## config.mk

```make
export PLATFORM = sky130hd
export DESIGN_NAME = pipe_stage_reg_flat
export DESIGN_NICKNAME = d
export VERILOG_FILES = /design/src/rtl/pipe_stage_reg_if.sv /design/src/rtl/pipe_stage_reg.sv /design/src/flat_wrapper.sv
export SDC_FILE = /design/constraint.sdc
export NUM_CORES = 1
export LEC_CHECK = 0
export CELL_PAD_IN_SITES_DETAIL_PLACEMENT = 1
export CELL_PAD_IN_SITES_GLOBAL_PLACEMENT = 2
export CORE_MARGIN = 4
export CORE_UTILIZATION = 27
export CTS_BUF_LIST = sky130_fd_sc_hd__clkbuf_8
export DETAILED_ROUTE_END_ITERATION = 10
export GPL_TIMING_DRIVEN = 0
export PLACE_DENSITY = 0.86
export RECOVER_POWER = 25
export SLEW_MARGIN = 5
export SYNTH_ARGS = -nofsm -noshare
export SYNTH_HDL_FRONTEND = slang
export SYNTH_SLANG_ARGS = --single-unit
```

## constraint.sdc

```tcl
create_clock -name i_clk -period 1.6 [get_ports i_clk]
set_clock_uncertainty 0.15 [all_clocks]
set_input_delay 0.32 -clock i_clk [delete_from_list [all_inputs] [get_ports i_clk]]
set_output_delay 0.32 -clock i_clk [all_outputs]
set_load 0.02 [all_outputs]
```

## src/rtl/pipe_stage_reg_if.sv

```systemverilog
// Handshake and payload bundle for pipe_stage_reg.
// The master modport is the environment that drives the stage's inputs and
// consumes its outputs. The slave modport is the stage itself.
interface pipe_stage_reg_if #(
    parameter int DATA_W = 32,
    parameter int CTRL_W = 8
);
    logic              i_flush;
    logic              i_valid;
    logic              o_ready;
    logic              i_halt;
    logic [CTRL_W-1:0] i_ctrl;
    logic [DATA_W-1:0] i_data;
    logic              o_valid;
    logic              i_ready;
    logic              o_halt;
    logic [CTRL_W-1:0] o_ctrl;
    logic [DATA_W-1:0] o_data;
    logic              o_halted;
    logic [1:0]        o_occupancy;
    logic [31:0]       o_stall_cnt;
    logic [31:0]       o_bubble_cnt;

    modport master (
        output i_flush, i_valid, i_halt, i_ctrl, i_data, i_ready,
        input  o_ready, o_valid, o_halt, o_ctrl, o_data, o_halted,
               o_occupancy, o_stall_cnt, o_bubble_cnt
    );

    modport slave (
        input  i_flush, i_valid, i_halt, i_ctrl, i_data, i_ready,
        output o_ready, o_valid, o_halt, o_ctrl, o_data, o_halted,
               o_occupancy, o_stall_cnt, o_bubble_cnt
    );
endinterface

```

## src/rtl/pipe_stage_reg.sv

```systemverilog
// Two-entry skid-buffered pipeline stage register with flush, halt tracking
// and optional stall/bubble performance counters.
// The main entry drives the outputs. The skid entry catches one extra entry
// when downstream stalls, so that o_ready can come straight from flops.
// Defining PIPE_STAGE_REG_PERF_EN enables the saturating counters. When the
// macro is not defined, the counter outputs are tied to zero.
module pipe_stage_reg #(
    parameter int DATA_W = 32,
    parameter int CTRL_W = 8
) (
    input  logic          i_clk,
    input  logic          i_reset_n,
    pipe_stage_reg_if.slave bus
);

    typedef struct packed {
        logic              valid;
        logic              halt;
        logic [CTRL_W-1:0] ctrl;
        logic [DATA_W-1:0] data;
    } entry_t;

    entry_t main_q;
    entry_t skid_q;
    logic   halt_seen_q;
    logic   halted_q;

    logic   in_xfer;
    logic   out_xfer;
    logic   ready;
    logic   load_main;
    logic   move_skid;
    logic   load_skid;
    logic   main_valid_nxt;
    logic   skid_valid_nxt;

    assign ready    = !skid_q.valid && !halt_seen_q;
    assign in_xfer  = bus.i_valid && ready;
    assign out_xfer = main_q.valid && bus.i_ready;

    // Decide where an incoming entry goes and how the two valid bits evolve.
    always_comb begin
        // NOTE: every signal gets a default first, so no path can infer a latch.
        load_main      = 1'b0;
        move_skid      = 1'b0;
        load_skid      = 1'b0;
        main_valid_nxt = main_q.valid;
        skid_valid_nxt = skid_q.valid;
        if (!main_q.valid || (out_xfer && !skid_q.valid)) begin
            // Main is free, or it drains this cycle with nothing queued behind it.
            main_valid_nxt = in_xfer;
            load_main      = in_xfer;
        end else if (out_xfer) begin
            // The skid is full here, so ready is low and no entry can arrive.
            move_skid      = 1'b1;
            skid_valid_nxt = 1'b0;
        end else if (in_xfer) begin
            load_skid      = 1'b1;
            skid_valid_nxt = 1'b1;
        end
        if (bus.i_flush) begin
            // A flush kills held entries and any same-cycle arrival.
            // Payload flops keep their old contents.
            main_valid_nxt = 1'b0;
            skid_valid_nxt = 1'b0;
            load_main      = 1'b0;
            move_skid      = 1'b0;
            load_skid      = 1'b0;
        end
    end

    // Entry storage plus the sticky halt flags.
    always_ff @(posedge i_clk or negedge i_reset_n) begin
        if (!i_reset_n) begin
            // NOTE: the payload flops are reset as well, because o_data must read 0 out of reset.
            main_q      <= '0;
            skid_q      <= '0;
            halt_seen_q <= 1'b0;
            halted_q    <= 1'b0;
        end else begin
            // NOTE: non-blocking assignments only, so every flop samples pre-edge values.
            main_q.valid <= main_valid_nxt;
            skid_q.valid <= skid_valid_nxt;
            if (load_main) begin
                main_q.halt <= bus.i_halt;
                main_q.ctrl <= bus.i_ctrl;
                main_q.data <= bus.i_data;
            end else if (move_skid) begin
                main_q.halt <= skid_q.halt;
                main_q.ctrl <= skid_q.ctrl;
                main_q.data <= skid_q.data;
            end
            if (load_skid) begin
                skid_q.halt <= bus.i_halt;
                skid_q.ctrl <= bus.i_ctrl;
                skid_q.data <= bus.i_data;
            end
            if (in_xfer && bus.i_halt && !bus.i_flush) begin
                halt_seen_q <= 1'b1;
            end
            if (out_xfer && main_q.halt) begin
                halted_q <= 1'b1;
            end
        end
    end

    assign bus.o_ready     = ready;
    assign bus.o_valid     = main_q.valid;
    assign bus.o_halt      = main_q.valid ? main_q.halt : 1'b0;
    assign bus.o_ctrl      = main_q.valid ? main_q.ctrl : '0;
    assign bus.o_data      = main_q.data;
    assign bus.o_halted    = halted_q;
    assign bus.o_occupancy = {1'b0, main_q.valid} + {1'b0, skid_q.valid};

`ifdef PIPE_STAGE_REG_PERF_EN
    logic [31:0] stall_cnt_q;
    logic [31:0] bubble_cnt_q;

    // Saturating stall and bubble counters. A flush does not affect them.
    always_ff @(posedge i_clk or negedge i_reset_n) begin
        if (!i_reset_n) begin
            stall_cnt_q  <= '0;
            bubble_cnt_q <= '0;
        end else begin
            if (main_q.valid && !bus.i_ready && (stall_cnt_q != 32'hFFFF_FFFF)) begin
                stall_cnt_q <= stall_cnt_q + 32'd1;
            end
            if (bus.i_ready && !main_q.valid && (bubble_cnt_q != 32'hFFFF_FFFF)) begin
                bubble_cnt_q <= bubble_cnt_q + 32'd1;
            end
        end
    end

    assign bus.o_stall_cnt  = stall_cnt_q;
    assign bus.o_bubble_cnt = bubble_cnt_q;
`else
    assign bus.o_stall_cnt  = 32'd0;
    assign bus.o_bubble_cnt = 32'd0;
`endif

endmodule

```

## src/flat_wrapper.sv

```systemverilog
// flat-port wrapper written by rule: the top's interface ports become plain ports
module pipe_stage_reg_flat 
#(
    parameter int DATA_W = 32,
    parameter int CTRL_W = 8
)
  (i_clk, i_reset_n, bus_i_flush, bus_i_valid, bus_i_halt, bus_i_ctrl, bus_i_data, bus_i_ready, bus_o_ready, bus_o_valid, bus_o_halt, bus_o_ctrl, bus_o_data, bus_o_halted, bus_o_occupancy, bus_o_stall_cnt, bus_o_bubble_cnt);
  pipe_stage_reg_if #(.DATA_W(DATA_W), .CTRL_W(CTRL_W)) bus_i ();
  input  logic i_clk;
  input  logic i_reset_n;
  input wire logic [$bits(bus_i.i_flush)-1:0] bus_i_flush;
  input wire logic [$bits(bus_i.i_valid)-1:0] bus_i_valid;
  input wire logic [$bits(bus_i.i_halt)-1:0] bus_i_halt;
  input wire logic [$bits(bus_i.i_ctrl)-1:0] bus_i_ctrl;
  input wire logic [$bits(bus_i.i_data)-1:0] bus_i_data;
  input wire logic [$bits(bus_i.i_ready)-1:0] bus_i_ready;
  output wire logic [$bits(bus_i.o_ready)-1:0] bus_o_ready;
  output wire logic [$bits(bus_i.o_valid)-1:0] bus_o_valid;
  output wire logic [$bits(bus_i.o_halt)-1:0] bus_o_halt;
  output wire logic [$bits(bus_i.o_ctrl)-1:0] bus_o_ctrl;
  output wire logic [$bits(bus_i.o_data)-1:0] bus_o_data;
  output wire logic [$bits(bus_i.o_halted)-1:0] bus_o_halted;
  output wire logic [$bits(bus_i.o_occupancy)-1:0] bus_o_occupancy;
  output wire logic [$bits(bus_i.o_stall_cnt)-1:0] bus_o_stall_cnt;
  output wire logic [$bits(bus_i.o_bubble_cnt)-1:0] bus_o_bubble_cnt;
  assign bus_i.i_flush = bus_i_flush;
  assign bus_i.i_valid = bus_i_valid;
  assign bus_i.i_halt = bus_i_halt;
  assign bus_i.i_ctrl = bus_i_ctrl;
  assign bus_i.i_data = bus_i_data;
  assign bus_i.i_ready = bus_i_ready;
  assign bus_o_ready = bus_i.o_ready;
  assign bus_o_valid = bus_i.o_valid;
  assign bus_o_halt = bus_i.o_halt;
  assign bus_o_ctrl = bus_i.o_ctrl;
  assign bus_o_data = bus_i.o_data;
  assign bus_o_halted = bus_i.o_halted;
  assign bus_o_occupancy = bus_i.o_occupancy;
  assign bus_o_stall_cnt = bus_i.o_stall_cnt;
  assign bus_o_bubble_cnt = bus_i.o_bubble_cnt;
  pipe_stage_reg #(.DATA_W(DATA_W), .CTRL_W(CTRL_W)) u_core (.i_clk(i_clk), .i_reset_n(i_reset_n), .bus(bus_i));
endmodule
```

# Word-level counts from Yosys, hierarchy flattened
# Index checks and enable logic that the tools add are counted.
# totals
register_bits,86
romBits,0
word_cells,47
ram_bits,0
inputBits,46
latchBits,0
n_memories,0
# op_classes
magnitude_cmp,0
n_mux,19
addsub,1
eq_ne,1
reduce_logical,16
div,0
shifts,0
multipliers,0
bitwise_logic,0
# op_table
operator,n
$mux W41,2
$mux W1,16
$mux W8,1
$logic_and A1 B1 Y1,7
$logic_not A1 Y1,4
$reduce_bool A2 Y1,2
$reduce_bool A3 Y1,1
$add A1 B1 Y2,1
$ne A2 B2 Y1 const B,1
$reduce_and A2 Y1,1
$logic_or A1 B1 Y1,1

# Longest topological paths before layout
# Gate-level depths: netlist of the first run.
# logic_depth
depth_word,7
mapped_depth,5
depth_no_buf,3

# Worst setup path after synthesis of the first run
# Ideal clock, no wire load.
# synth_timing
path_kind,reg2reg
startpoint,"register u_core.main_q, in the netlist u_core.bus.o_valid"
endpoint,register u_core.skid_q[0] (netlist name)
required_ps,1325
path_stages_with_launch,6
synth_period_minus_slack_ps,1710
arrival_ps,1436
path_slack_ps,-110
path_cell_list,dfrtp_1 -> nor2b_1 -> buf_2 -> nand2_1 -> buf_2 -> mux2_2
# synth_via
elab_chain_cells,5
elab_cells_between_ends,7
# synth_lines
element,line,rtl
from (decl),pipe_stage_reg.sv:23,entry_t main_q;
$logic_and A1 B1 Y1,pipe_stage_reg.sv:39,assign out_xfer = main_q.valid && bus.i_ready;
$logic_and A1 B1 Y1,pipe_stage_reg.sv:49,if (!main_q.valid || (out_xfer && !skid_q.valid)) begin
$logic_or A1 B1 Y1,pipe_stage_reg.sv:49,
$mux W1 (*),pipe_stage_reg.sv:49,
$mux W1 (*),pipe_stage_reg.sv:61,if (bus.i_flush) begin
to (decl),pipe_stage_reg.sv:24,entry_t skid_q;
# Mark *: on every way between the ends. The rest lies on a longest branch, timed or not.
# A chain may end at the register's enable or synchronous reset.

# Worst setup path in the final report of the first run
# layout_timing
startpoint,input bus_i_valid
endpoint,"register u_core.main_q, in the netlist u_core.bus.o_data[11]"
# layout_via
elab_chain_cells,4
elab_cells_between_ends,5
# layout_lines
element,line,rtl
from (decl),flat_wrapper.sv:12,input wire logic [$bits(bus_i.i_valid)-1:0] bus_i_valid;
$logic_and A1 B1 Y1 (*),pipe_stage_reg.sv:38,assign in_xfer = bus.i_valid && ready;
$mux W1 (*),pipe_stage_reg.sv:49,
$mux W1 (*),pipe_stage_reg.sv:61,
$mux W41 / $reduce_bool A2 Y1 (equally long branches),n/a,
# Marks and branches as above.

==> results by group, run 1 <==
Run status
  – Status: finished with violations
  – Violated checks: setup timing

Clock tree
  – TritonCTS buffer count: 9
  – Clock H-tree levels: 3
  – Largest buffer count on any clock path: 2
  – Worst skew pair latency: 0.36 ns
  – Clock slew seen by the registers of the worst setup and hold paths: 0.09 ns
  – CTS tree: built
  – Clock sinks: 86
  – Cell at the root of the clock tree: clkbuf_8

Synthesis
  – Number of register bits inferred by synthesis: 86
  – Average cell area after synthesis: 11.7 µm²
  – Number of synthesized flops with an enable pin: 0
  – Sequential element share of the synthesized area: 45.9%
  – Primary flip-flop cell chosen by synthesis mapping: dfrtp_1
  – Number of different library cells in the post-synthesis netlist: 27
  – Area of the mapped netlist: 4690 µm²
  – Fraction of registers with async set/reset: 100%
  – Cell count after synthesis: 399
  – Warnings, synthesis: 0

Routing
  – Antenna violation net count after detailed routing: 0
  – Post-route DRC violation count: 0
  – Final WL: 12400 µm
  – TritonRoute pass-1 iters: 4
  – Average vias per placed instance: a little over 4
  – Detail-routed net length per standard cell: 15.4 µm
  – Initial DRC count: 79
  – DR vias: 3323

Worst hold path
  – Worst min-delay path class: in2reg

Timing
  – Unrepaired setup endpoints after global routing: yes
  – Transition time at the pin with the least slew margin: 0.986 ns
  – Count of final hold-check violations: 0
  – Number of endpoints failing setup at the final stage: 94
  – Max-slew headroom at the worst pin: 34.2%
  – Final setup margin: -0.198 ns
  – Final critical-path required period: 1.80 ns
  – FMAX: 0.556 GHz
  – Share of the clock period used by the worst path after layout: 112%
  – Slew Limit Fails: 0

Floorplan
  – Die extent in x: about 140 µm
  – Starting density of the core: 27.9%
  – I/O pin cnt: 156
  – Chip height: approximately 140 µm
  – Core footprint: 16800 µm²
  – Die footprint: 19500 µm²
  – Std cell rows: 47

Power
  – Worst-case vdd ir drop: 319 µV
  – Leakage power summed over all cells: 3.66 nW
  – Power per cell area: a little under 700 nW/µm²
  – Power consumption: 0.00449 W

Final layout
  – Share of layout cells above drive strength 1: about half
  – Most frequent cells in the layout: buf_4 (106), dfrtp_1 (83), conb_1 (64)
  – Commonest non-fill, non-tap cell in the layout: buf_4
  – Count of fill cells added during filler insertion: 1880
  – Area grow syn2layout: 39.9%
  – Antenna Diode Count: 0
  – Final cell count without fillers: 803
  – Core occupancy in the finished layout: 39.0%
  – Final net count: around 630
  – Post-Layout Inst Area: approximately 6600 µm²

Global route
  – M2 GR Usage: between 20% and 30%
  – Initial antenna violation count: 0
  – Vias in the first global route: 3792
  – Global-route usage over all layers: roughly an eighth
  – Largest net degree at the start of global routing: 46
  – Wire length of the first global-routing pass: about 20000 µm
  – GR Util met1: 15.1%
  – Most used routing layer in global routing: met2
  – Met3 track utilization from global routing: 2.88%
  – Global route overflow: 0

Worst setup path
  – Nature of the critical path startpoint: input pin
  – Endpoint arrival time on the critical path: 1.88 ns
  – Worst Setup End Kind: register
  – Type of the setup path with the least slack: in2reg
  – Maximum fanout count along the critical path: 10
  – Critical path data required time: 1.68 ns

Placed design
  – Total placed cells including tap cells: between 700 and 800
  – Number of I/O port buffers: 91
  – HPWL after DPL: 8870 µm
  – Post-placement cell area: 6180 µm²
  – GP Congestion: just over 0.7

Run
  – Reported max-cap violation count: 0
[area by class of cell]
type / count / area [µm²] / area share (%)
Tap cell: 220 / 275 / 4.20
Clock buffer: 10 / 138 / 2.10
Inverter: 4 / 17.5 / 0.267
Multi-Input combinational cell: 252 / 2010 / 30.7
Timing Repair Buffer: 106 / 908 / 13.8
Clock inverter: 6 / 71.3 / 1.09
Sequential cell: 86 / 2160 / 32.9
Buffer: 119 / 982 / 15.0
[critical path, cell delays in order]
cell and delay (ns):
clkdlybuf4s50_1 0.56, or4b_4 0.49, buf_8 0.16, buf_6 0.16, nor3_2 0.11, a21oi_1 0.06
[layer usage]
metal	up-vias	wire (µm)	share of wire, %
met5	-	0	0
met4	0	224	1.8
met3	16	586	4.7
met2	91	6330	51
met1	1646	5250	42
li1	1570	-	-
[power breakdown]
| part | switching, W | internal (W) | total [W] |
|---|---|---|---|
| clock | 0.000837 | 0.000772 | 0.00161 |
| combinational | 0.000339 | 0.000301 | 0.000640 |
| sequential | 0.0000237 | 0.00221 | 0.00224 |
| total | 0.00120 | 0.00329 | 0.00449 |
[kinds of logic (layout without fill, tap and decap cells)]
group	after synthesis	after routing	synth area share, %
flip-flops	86	86	45.9
multiplexers	81	81	18.4
AO/OA/AOI/OAI	49	49	5.60
adder cells (fa/ha/maj)	1	1	0.267
AND/OR/NAND/NOR	57	57	10.9
buffers and inverters	124	245	18.9
other	1	64	0.0800
[registers in the layout (all words and copies together) (netlist names)]
name,flops
u_core.bus.o_data,32
u_core.bus.o_halted,1
u_core.bus.o_valid,1
u_core.halt_seen_q,1
u_core.main_q,9
u_core.skid_q,42
[stage by stage]
step	hold WS, ns	TNS (ns)	setup slack, ns
2_1_floorplan	-0.126	-1.21	-0.0222
3_3_place_gp	0.310	-306.93	-3.26
3_5_place_dp	0.206	-56.95	-0.765
4_1_cts	0.238	-14.70	-0.199
5_1_grt	0.277	-25.73	-0.266
6_report	0.285	-14.60	-0.198
[path summary, 6_finish.rpt]
| path | start | end | slack, ns | depth (start not counted) |
|---|---|---|---|---|
| worst min-delay path | bus_i_flush | u_core.bus.o_valid | 0.28 | 2 |
| worst max-delay path | bus_i_valid | u_core.bus.o_data[11] | -0.20 | 6 |
| worst max register to register | u_core.halt_seen_q | u_core.bus.o_data[11] | -0.19 | 5 |
| max in group asynchronous | i_reset_n | u_core.bus.o_data[29] | 0.03 | 3 |
| worst min register to register | u_core.bus.o_halted | u_core.bus.o_halted | 0.34 | 1 |
| min in group asynchronous | i_reset_n | u_core.bus.o_data[6] | 0.50 | 2 |
[synthesized netlist by cell type, types with 4 or more instances]
master / count / area share (%)
nor3_2: 40 / 8.5
inv_1: 4 / 0.32
and2_1: 8 / 1.1
mux2i_1: 40 / 8.5
dfrtp_1: 86 / 46
buf_6: 4 / 0.96
buf_2: 11 / 1.2
mux2_2: 41 / 9.8
clkbuf_1: 5 / 0.40
a21oi_1: 41 / 4.4
buf_4: 100 / 16
[timing repair]
action,4_1_cts,5_1_grt
hold endpoints to repair,41,0
setup endpoints to repair,128,95
pin swaps,1,1
resized for setup,234,21
gates cloned,2,2
hold buffers,1,0
setup buffers,9,0
No activity file was read; power rests on OpenSTA's default activity.
==> run 2, diff against run 1 <==
Settings changed: SLEW_MARGIN 5 to unset, TNS_END_PERCENT set to 10.
==> run 2 against run 1 <==
  * The run still ends with setup timing left
  * Clock power grew 4%
  * Fmax grew 0.29%
  * Critical path depth shrank 1
  * Utilization shrank 0.27 points
  * Via count shrank 2.8%
  * Cell count shrank 0.87%
  * Non-clock buffer count shrank 7
  * Sequential share of layout area grew 0.23 points
  * Largest cell class unchanged
==> results by group, run 2 (synthesis results as in run 1) <==
Timing
  – Share of the clock period used by the worst path after layout: 112% (about the same)
  – Final setup margin: -0.192 ns (was -0.198 ns)
  – Max-slew headroom at the worst pin: 58.1% (was 34.2%)
  – Unrepaired setup endpoints after global routing: yes (unchanged)
  – FMAX: 0.558 GHz (was 0.556 GHz)
  – Transition time at the pin with the least slew margin: 0.629 ns (was 0.986 ns)
  – Number of endpoints failing setup at the final stage: 94 (unchanged)
  – Final critical-path required period: 1.79 ns (was 1.80 ns)
  – Count of final hold-check violations: 0 (unchanged)
  – Slew Limit Fails: 0 (unchanged)

Worst setup path
  – Critical path data required time: 1.70 ns (was 1.68 ns)
  – Top cell family by delay on the critical path: buffers and inverters (unchanged)
  – Worst path bufs/invs: 2 (was 3)
  – Crit path cell chain: clkdlybuf4s50_1 > or4b_4 > buf_6 > nor3_2 > a21oi_1 (was clkdlybuf4s50_1 > or4b_4 > buf_8 > buf_6 > nor3_2 > a21oi_1)
  – Maximum fanout count along the critical path: 10 (unchanged)
  – Type of the setup path with the least slack: in2reg (unchanged)
  – Worst Setup End Kind: register (unchanged)
  – Nature of the critical path startpoint: input pin (unchanged)
  – Endpoint arrival time on the critical path: 1.89 ns (was 1.88 ns)
  – Slowest cell on the critical path: or4b_4 (was clkdlybuf4s50_1)
  – Critical path startpoint: bus_i_valid (unchanged)
  – Origin of the critical flop-to-flop path: u_core.halt_seen_q (unchanged)
  – Slowest Stage Delay on Critical Path: 0.60 ns (was 0.56 ns)

Final layout
  – Final net count: 618 (was 625)
  – Area grow syn2layout: 38.9% (was 39.9%)
  – Share of layout cells above drive strength 1: 47.7% (was 51.1%)
  – Flip-flop count of the largest register after layout: 42 (unchanged)
  – Register name with the most flops: u_core.skid_q (unchanged)
  – Most frequent cells in the layout: buf_4 (138), dfrtp_1 (83), conb_1 (64) (was buf_4 (106), dfrtp_1 (83), conb_1 (64))
  – Antenna Diode Count: 0 (unchanged)
  – Post-Layout Inst Area: 6510 µm² (was 6560 µm²)
  – Commonest non-fill, non-tap cell in the layout: buf_4 (unchanged)
  – Count of fill cells added during filler insertion: 1887 (was 1880)

Worst hold path
  – Worst min-delay path class: in2reg (unchanged)
  – Startpoint of the most critical hold path: bus_i_flush (unchanged)

Clock tree
  – Clock H-tree levels: 3 (unchanged)
  – TritonCTS buffer count: 9 (unchanged)
  – Cell at the root of the clock tree: clkbuf_8 (unchanged)
  – Worst skew pair latency: 0.36 ns (about the same)
  – Largest buffer count on any clock path: 2 (unchanged)
  – Clock slew seen by the registers of the worst setup and hold paths: 0.09 ns (about the same)
  – CTS tree: built (unchanged)
  – Clock sinks: 86 (unchanged)

Power
  – Leakage power summed over all cells: 3.66 nW (about the same)
  – Sequential group share of total power: 48.9% (was 49.9%)
  – Power per cell area: 701 nW/µm² (was 684 nW/µm²)
  – Cell internal pwr: 0.00344 W (was 0.00329 W)
  – Worst-case vdd ir drop: 335 µV (was 319 µV)
  – Switching Fraction: 24.8% (was 26.7%)
  – Gate power share: 14.3% (about the same)
  – Reported net switching power: 0.00113 W (was 0.00120 W)
  – Clock share of power: 36.8% (was 35.9%)

Global route
  – Global route overflow: 0 (unchanged)
  – Global-route usage over all layers: 12.3% (was 12.8%)
  – Vias in the first global route: 3501 (was 3792)
  – Initial antenna violation count: 0 (unchanged)
  – Wire length of the first global-routing pass: 18900 µm (was 19800 µm)
  – Largest net degree at the start of global routing: 46 (unchanged)

Routing
  – DR vias: 3229 (was 3323)
  – Average vias per placed instance: 4.06 (was 4.14)
  – Detail-routed net length per standard cell: 15.1 µm (was 15.4 µm)
  – Final WL: 12000 µm (was 12400 µm)
  – Post-route DRC violation count: 0 (unchanged)
  – TritonRoute pass-1 iters: 3 (was 4)
  – Initial DRC count: 92 (was 79)
  – Antenna violation net count after detailed routing: 0 (unchanged)

Floorplan
  – Die extent in x: 140 µm (unchanged)
  – Starting density of the core: 27.9% (unchanged)
  – Die footprint: 19500 µm² (unchanged)
  – I/O pin cnt: 156 (unchanged)
  – Chip height: 140 µm (unchanged)
  – Std cell rows: 47 (unchanged)
  – Core footprint: 16800 µm² (unchanged)

Placed design
  – Placement-stage worst setup slack: -0.743 ns (was -0.765 ns)
  – GP Congestion: 0.714 (was 0.704)
  – Number of I/O port buffers: 91 (unchanged)
  – Post-placement cell area: 6180 µm² (unchanged)
  – HPWL after DPL: 8720 µm (was 8870 µm)

Run status
  – Status: finished with violations (unchanged)
  – Violated checks: setup timing (unchanged)

Run
  – Reported max-cap violation count: 0 (unchanged)
==> run 2: cell types whose count changed in the layout (fill, tap and decap cells not counted), sizes merged <==
cell           delta
dlygate4sd2       +1
clkbuf            +1
clkinv            -3
inv               +3
bufinv            +1
buf              -10
clkdlybuf4s15     +1
clkinvlp          -1
==> run 2: power by group through the flow <==
stage                     Clock (W)  Combinational [W]  Sequential (W)
after CTS                   0.00177           0.000650         0.00224
after detailed placement          0           0.000660         0.00228
after floorplan                   0           0.000384         0.00227
final                       0.00168           0.000654         0.00223
after global placement            0           0.000640         0.00228
after global routing        0.00183           0.000707         0.00224
==> run 2: cell type report <==
type                            count  area (µm²)  area share [%]
Tap cell                          220         275            4.23
Multi-Input combinational cell    252        1980            30.3
Clock buffer                       10         138            2.11
Timing Repair Buffer               99         886            13.6
Inverter                            4        15.0           0.231
Buffer                            119         990            15.2
Sequential cell                    86        2160            33.1
Clock inverter                      6        78.8            1.21
==> run 2: routing by layer <==
layer	vias to the layer above	GRT usage [%]	wire, µm
li1	1548	-	-
met1	1576	14.3	4950
met2	89	21.3	6120
met3	16	3.12	657
met4	0	5.15	279
met5	-	0	0
==> run 2: per-stage QoR <==
step                TNS, ns  hold slack [ns]  util [%]  std cells  power, W
CTS                  -15.91            0.240      37.7        794   0.00466
floorplan             -1.21           -0.126         -        462   0.00266
global placement    -314.05            0.310      36.6        773   0.00292
finish               -13.88            0.295      38.7        796   0.00457
detailed placement   -56.29            0.216      36.7        774   0.00294
global route         -18.78            0.297      38.7        796   0.00478
==> run 2: timing repair <==
item                                    CTS  global route
pin swaps                                 0             1
cloned                                    0             1
endpoints found under the setup margin  128            96
buffers inserted                          3             2
hold buffers                              1             0
resized for setup                       138            38
endpoints found under the hold margin    41             0
==> run 2: worst paths after layout <==
check / endpoint / slack, ns / cells past startpoint
worst max-delay path: u_core.bus.o_data[4] / -0.19 / 5
worst min-delay path: u_core.bus.o_valid / 0.29 / 2
worst max register to register: u_core.bus.o_data[4] / -0.18 / 4
worst min register to register: u_core.bus.o_halted / 0.33 / 1
max in group asynchronous: u_core.skid_q[29] / 0.27 / 3
min in group asynchronous: u_core.bus.o_data[3] / 0.39 / 2
